[config.mk]
export PLATFORM = sky130hd
export DESIGN_NAME = mem_requester
export DESIGN_NICKNAME = d
export VERILOG_FILES = /design/src/rtl/mem_requester.sv
export SDC_FILE = /design/constraint.sdc
export NUM_CORES = 1
export LEC_CHECK = 0
export BUFFER_PORTS_ARGS = -buffer_cell sky130_fd_sc_hd__buf_4
export CAP_MARGIN = 20
export CORE_UTILIZATION = 35
export CTS_CLUSTER_SIZE = 24
export DETAILED_ROUTE_END_ITERATION = 10
export PLACE_DENSITY_LB_ADDON = 0.05
export RECOVER_POWER = 100
export SYNTH_ARGS = -nofsm -noshare
export SYNTH_HDL_FRONTEND = slang
export SYNTH_SLANG_ARGS = --single-unit
[constraint.sdc]
create_clock -name clk -period 3.4 [get_ports clk]
set_clock_uncertainty 0.15 [all_clocks]
set_input_delay 0.51 -clock clk [delete_from_list [all_inputs] [get_ports clk]]
set_output_delay 0.51 -clock clk [all_outputs]
set_load 0.05 [all_outputs]
[src/rtl/mem_requester.sv]
// Single-outstanding memory requester: one-word writes and 1-4 beat read bursts over a valid/ready pair.
// Define MEM_REQUESTER_RANGE_CHECK_EN to reject request addresses >= MEM_DEPTH with an error beat.
module mem_requester #(
  parameter int MEM_DEPTH = 16384
) (
  input  logic        clk,
  input  logic        reset,
  input  logic        req_valid,
  output logic        req_ready,
  input  logic        req_write,
  input  logic [15:0] req_addr,
  input  logic [15:0] req_wdata,
  input  logic [1:0]  req_len,
  output logic        rsp_valid,
  input  logic        rsp_ready,
  output logic [15:0] rsp_data,
  output logic        rsp_last,
  output logic        rsp_err,
  output logic [15:0] mem_addr,
  output logic [15:0] mem_data_in,
  output logic        mem_we,
  input  logic [15:0] mem_data_out,
  output logic        busy
);

  localparam logic [15:0] ADDR_MASK = 16'(MEM_DEPTH - 1);

  typedef enum logic [2:0] {
    IDLE    = 3'd0,
    WR      = 3'd1,
    RD_ADDR = 3'd2,
    RD_WAIT = 3'd3,
`ifdef MEM_REQUESTER_RANGE_CHECK_EN
    ERR     = 3'd5,
`endif
    RESP    = 3'd4
  } state_t;

  state_t      state;
  logic [15:0] addr;
  logic [1:0]  len;
  logic [1:0]  beat;

  // Burst addresses wrap inside the memory window and keep the bits above it.
  function automatic logic [15:0] next_addr(input logic [15:0] a);
    return (a & ~ADDR_MASK) | ((a + 16'd1) & ADDR_MASK);
  endfunction

`ifdef MEM_REQUESTER_RANGE_CHECK_EN
  logic err_q;
  assign rsp_err = err_q;

  function automatic logic out_of_range(input logic [15:0] a);
    return {16'd0, a} >= 32'(MEM_DEPTH);
  endfunction
`else
  assign rsp_err = 1'b0;
`endif

  // Request/response sequencer; every output is driven from a flop.
  always_ff @(posedge clk or negedge reset) begin
    if (!reset) begin
      state       <= IDLE;
      addr        <= 16'd0;
      len         <= 2'd0;
      beat        <= 2'd0;
      req_ready   <= 1'b0;
      busy        <= 1'b0;
      rsp_valid   <= 1'b0;
      rsp_data    <= 16'd0;
      rsp_last    <= 1'b0;
      mem_we      <= 1'b0;
      mem_addr    <= 16'd0;
      mem_data_in <= 16'd0;
`ifdef MEM_REQUESTER_RANGE_CHECK_EN
      err_q       <= 1'b0;
`endif
    end else begin
      case (state)
        IDLE: begin
          if (req_valid && req_ready) begin
            addr      <= req_addr;
            len       <= req_len;
            beat      <= 2'd0;
            req_ready <= 1'b0;
            busy      <= 1'b1;
`ifdef MEM_REQUESTER_RANGE_CHECK_EN
            if (out_of_range(req_addr)) begin
              state     <= ERR;
              rsp_valid <= 1'b1;
              rsp_data  <= 16'd0;
              rsp_last  <= 1'b1;
              err_q     <= 1'b1;
            end else
`endif
            if (req_write) begin
              state       <= WR;
              mem_we      <= 1'b1;
              mem_addr    <= req_addr;
              mem_data_in <= req_wdata;
            end else begin
              state    <= RD_ADDR;
              mem_addr <= req_addr;
            end
          end else begin
            // Also raises ready on the first edge after reset release.
            req_ready <= 1'b1;
          end
        end
        WR: begin
          mem_we    <= 1'b0;
          state     <= RESP;
          rsp_valid <= 1'b1;
          rsp_data  <= 16'd0;
          rsp_last  <= 1'b1;
        end
        RD_ADDR: begin
          state <= RD_WAIT;
        end
        RD_WAIT: begin
          state     <= RESP;
          rsp_valid <= 1'b1;
          rsp_data  <= mem_data_out;
          rsp_last  <= (beat == len);
        end
        RESP: begin
          if (rsp_ready) begin
            rsp_valid <= 1'b0;
            rsp_data  <= 16'd0;
            rsp_last  <= 1'b0;
            if (rsp_last) begin
              state     <= IDLE;
              busy      <= 1'b0;
              req_ready <= 1'b1;
            end else begin
              state    <= RD_ADDR;
              addr     <= next_addr(addr);
              mem_addr <= next_addr(addr);
              beat     <= beat + 2'd1;
            end
          end
        end
`ifdef MEM_REQUESTER_RANGE_CHECK_EN
        ERR: begin
          if (rsp_ready) begin
            state     <= IDLE;
            rsp_valid <= 1'b0;
            rsp_last  <= 1'b0;
            err_q     <= 1'b0;
            busy      <= 1'b0;
            req_ready <= 1'b1;
          end
        end
`endif
        default: begin
          state     <= IDLE;
          busy      <= 1'b0;
          req_ready <= 1'b0;
          rsp_valid <= 1'b0;
          rsp_data  <= 16'd0;
          rsp_last  <= 1'b0;
          mem_we    <= 1'b0;
`ifdef MEM_REQUESTER_RANGE_CHECK_EN
          err_q     <= 1'b0;
`endif
        end
      endcase
    end
  end

endmodule
==> metrics.md <==
| Metric | Value |
|---|---|
| Initial DRC count | `74` |
| Num rows | `31` |
| Final total power | `3.839 mW` |
| Die area | `between 7000 and 8000 sq um` |
| Combinational Power Share | `49.3%` |
| Share of power burned in registers | `34.1%` |
| Max Cap Viol | `1` |
| Cell area after placement | `3502 sq um` |
| Clk root buf | `clkbuf_8` |
| Worst-Skew Late Latency | `340 ps` |
| Finish-stage setup viols | `0` |
| Startpoint Class | `flip-flop` |
| Final net count | `389` |
| CTS max path bufs | `2` |
| Power Dens Cells | `1103 nW/um^2` |
| Psw | `1.990 mW` |
| Tmin final | `roughly 2300 ps` |
| Fin. max-slew vios | `60` |
| Final Cycle Share | `67.73%` |
| Most common flop cell mapped by yosys | `dfrtp_1` |
| Pint | `1.849 mW` |
| Post-CTS setup repair buffer count | `0` |
| Number of flops mapped to enable cells by yosys | `0` |
| DRT antenna net count | `0` |
| Slew @ Worst Pin | `1504 ps` |
| I/O Buffers | `107` |
| Total iterations of the first detailed-routing run | `4` |
| Register area share after synthesis | `between 50% and 60%` |
| Via count | `2,193` |
| Distinct cell type count after synthesis | `44` |
| Hold Startpoint | `req_len[1]` |
| Area delta synth->final | `31.79%` |
| Violated checks | `max-capacitance violations, max-slew violations` |
| Die Ht | `slightly below 90 microns` |
| Setup TNS | `0 ps` |
| Achievable Freq | `434.2 MHz` |
| Hold Vio Cnt, Final | `0` |
| Yosys Warn Count | `0` |
| Via density | `5.018` |
| Die width | `a little under 90 microns` |
| Avg Inst Size Synth | `11.64 sq um` |
| Post-route insts no fill | `around 440` |
| Fill count | `766` |
| CTS sink count | `60` |
| Hold-fix buffers, CTS | `0` |
| Largest net degree at the start of global routing | `61` |
| Share of layout cells above drive strength 1 | `25.74%` |
| Gr usage total | `17.04%` |
| HP Class | `input pin to flip-flop` |
| Post-route cell area | `about 3500 sq um` |
| Post_cts resized | `0` |
| GRT Residual Overflow | `0` |
| Yosys reg bits | `60` |
| Number of I/O pins | `109` |
| Status | `finished with violations` |
| Number of diodes | `0` |
| Vias in the first global route | `2,034` |
| Crit path capture type | `flip-flop` |
| RR Startpoint | `state[1]$_DFFE_PN0P_` |
| Worst vdd ir | `0.0003978 V` |
| Switching share of power | `51.83%` |
| Starting Density | `around 36%` |
| Relative slew margins | `-0.2626%` |
| Critical path arrival | `between 2000 and 2500 ps` |
| Syn Inst Count | `227` |
| Asr flop ratio synth | `100.0%` |
| Detailed-route DRC error count | `0` |
| CORE AREA | `7292 sq um` |
| Total CTS buffers | `9` |
| Placed cells | `~420` |
| Post-Syn Area | `about 2600 sq um` |
| Post-layout utilization of the core | `47.74%` |
| TritonCTS clock tree | `yes` |
| Reg clk slew, reported paths | `80 ps` |
| CP startpoint | `state[1]$_DFFE_PN0P_` |
| Critical Path RT | `3470 ps` |
| RSZ-0062 raised after global routing | `false` |
| Syn nets | `283` |
| Part of the power in the clock network | `16.6%` |
| Initial antenna violation count | `0` |
| Crit Path Category | `flip-flop to flip-flop` |
| Gp weighted congestion | `0.7747` |
| Crit Path Max Fanout | `16` |
| Routed len/inst | `14.81 microns` |
| Post-DP HPWL | `4328 microns` |
| H-tree Lvls | `3` |
| First-pass GRT wire length | `10,120 microns` |
| Total detailed-routing wirelength | `~6500 microns` |
| Leakage | `1.559 nW` |
==> registers in the layout, indices dropped and copies added (netlist names) <==
name / count
rsp_data: 16
mem_we: 1
rsp_last: 1
req_ready: 1
addr: 16
beat: 2
mem_data_in: 16
busy: 1
state: 3
rsp_valid: 1
len: 2
==> worst max-delay path, cell delays in order (launching register included) <==
cell and delay [ps]:
dfrtp_1 510, nor2_1 440, and2_0 230, nand2_1 420, mux2_2 430
==> layout make-up <==
type / instances / area [sq um] / area share, %
flip-flops and latches: 60 / 1501 / 43.13
multi-input cells: 152 / 1045 / 30.01
repair buffers: 109 / 613.1 / 17.61
clock buffers: 12 / 145.1 / 4.170
well taps: 99 / 123.9 / 3.559
clock inverters: 4 / 48.80 / 1.402
inverters: 1 / 3.754 / 0.1078
==> layout by cell type, fill, tap and decap left out, types with 3 or more instances in the layout <==
master and count:
dfrtp_1 60, o311ai_0 8, o211ai_1 6, mux2i_1 3
clkbuf_1 56, a221o_1 3, nand2_1 34, a22o_1 17
buf_4 54, nand3_1 11, nand4_1 5, clkbuf_8 10
o21ai_0 5, mux2_2 16, nor3_1 4, nor2_1 8
xor2_1 3
==> cells by family (layout without fill, tap and decap cells) <==
logic type / count (synthesis) / count (layout) / synth area share [%]
AO/OA/AOI/OAI: 52 / 52 / 15.77
XOR/XNOR: 3 / 3 / 0.9950
adder cells (fa/ha/maj): 1 / 1 / 0.4736
buffers and inverters: 15 / 126 / 3.221
flip-flops: 60 / 60 / 56.85
multiplexers: 19 / 19 / 7.958
other: 1 / 1 / 0.1420
AND/OR/NAND/NOR: 76 / 76 / 14.59
==> power groups by stage <==
| stage | registers, mW | clock network, mW | logic [mW] |
|---|---|---|---|
| after floorplan | 2.24 | 0 | 0.583 |
| after global placement | 1.32 | 0 | 2.15 |
| after detailed placement | 1.33 | 0 | 2.17 |
| after CTS | 1.32 | 0.661 | 2.17 |
| after global routing | 1.37 | 0.689 | 2.02 |
| final | 1.31 | 0.638 | 1.89 |
==> path summary, 6_finish.rpt <==
kind | cells past startpoint | slack, ps | end
max in group asynchronous | 1 | 1800 | rsp_data[6]$_DFFE_PN0P_
max | 4 | 1100 | mem_data_in[1]$_DFFE_PN0P_
min | 3 | 220 | len[1]$_DFFE_PN0P_
min in group asynchronous | 1 | 380 | busy$_DFFE_PN0P_
max reg2reg | 4 | 1100 | mem_data_in[1]$_DFFE_PN0P_
min reg2reg | 1 | 340 | rsp_valid$_DFFE_PN0P_
==> synthesized netlist by cell type, types with 3 or more instances <==
master | n | area (sq um)
dfrtp_1 | 60 | 1501
nand2_1 | 33 | 123.9
a22o_1 | 17 | 148.9
mux2_2 | 16 | 180.2
nand3_1 | 11 | 55.05
nor2_1 | 7 | 26.28
o211ai_1 | 6 | 45.04
o311ai_1 | 6 | 52.55
buf_2 | 5 | 25.02
clkbuf_1 | 5 | 18.77
nand4_1 | 5 | 31.28
o21ai_0 | 5 | 25.02
nor3_1 | 4 | 20.02
a221o_1 | 3 | 30.03
and2_1 | 3 | 18.77
mux2i_1 | 3 | 30.03
o311ai_0 | 3 | 26.28
xor2_1 | 3 | 26.28
==> through the flow <==
| step | hold WS (ps) | setup slack (ps) |
|---|---|---|
| floorplan | 64.41 | 1369 |
| global placement | 310.5 | 1306 |
| detailed placement | 322.0 | 1260 |
| CTS | 115.6 | 1246 |
| global route | 210.4 | 911.3 |
| finish | 218.3 | 1097 |
==> metal layers <==
metal / global-route usage (%) / vias up / routed length, microns
met2: 26.22 / 69 / 3047
met5: 0 / - / 0
met1: 23.06 / 1053 / 3000
met3: 3.172 / 10 / 310
li1: - / 1061 / -
met4: 8.504 / 0 / 114
Note: power is estimated with default switching activity, not from simulation.
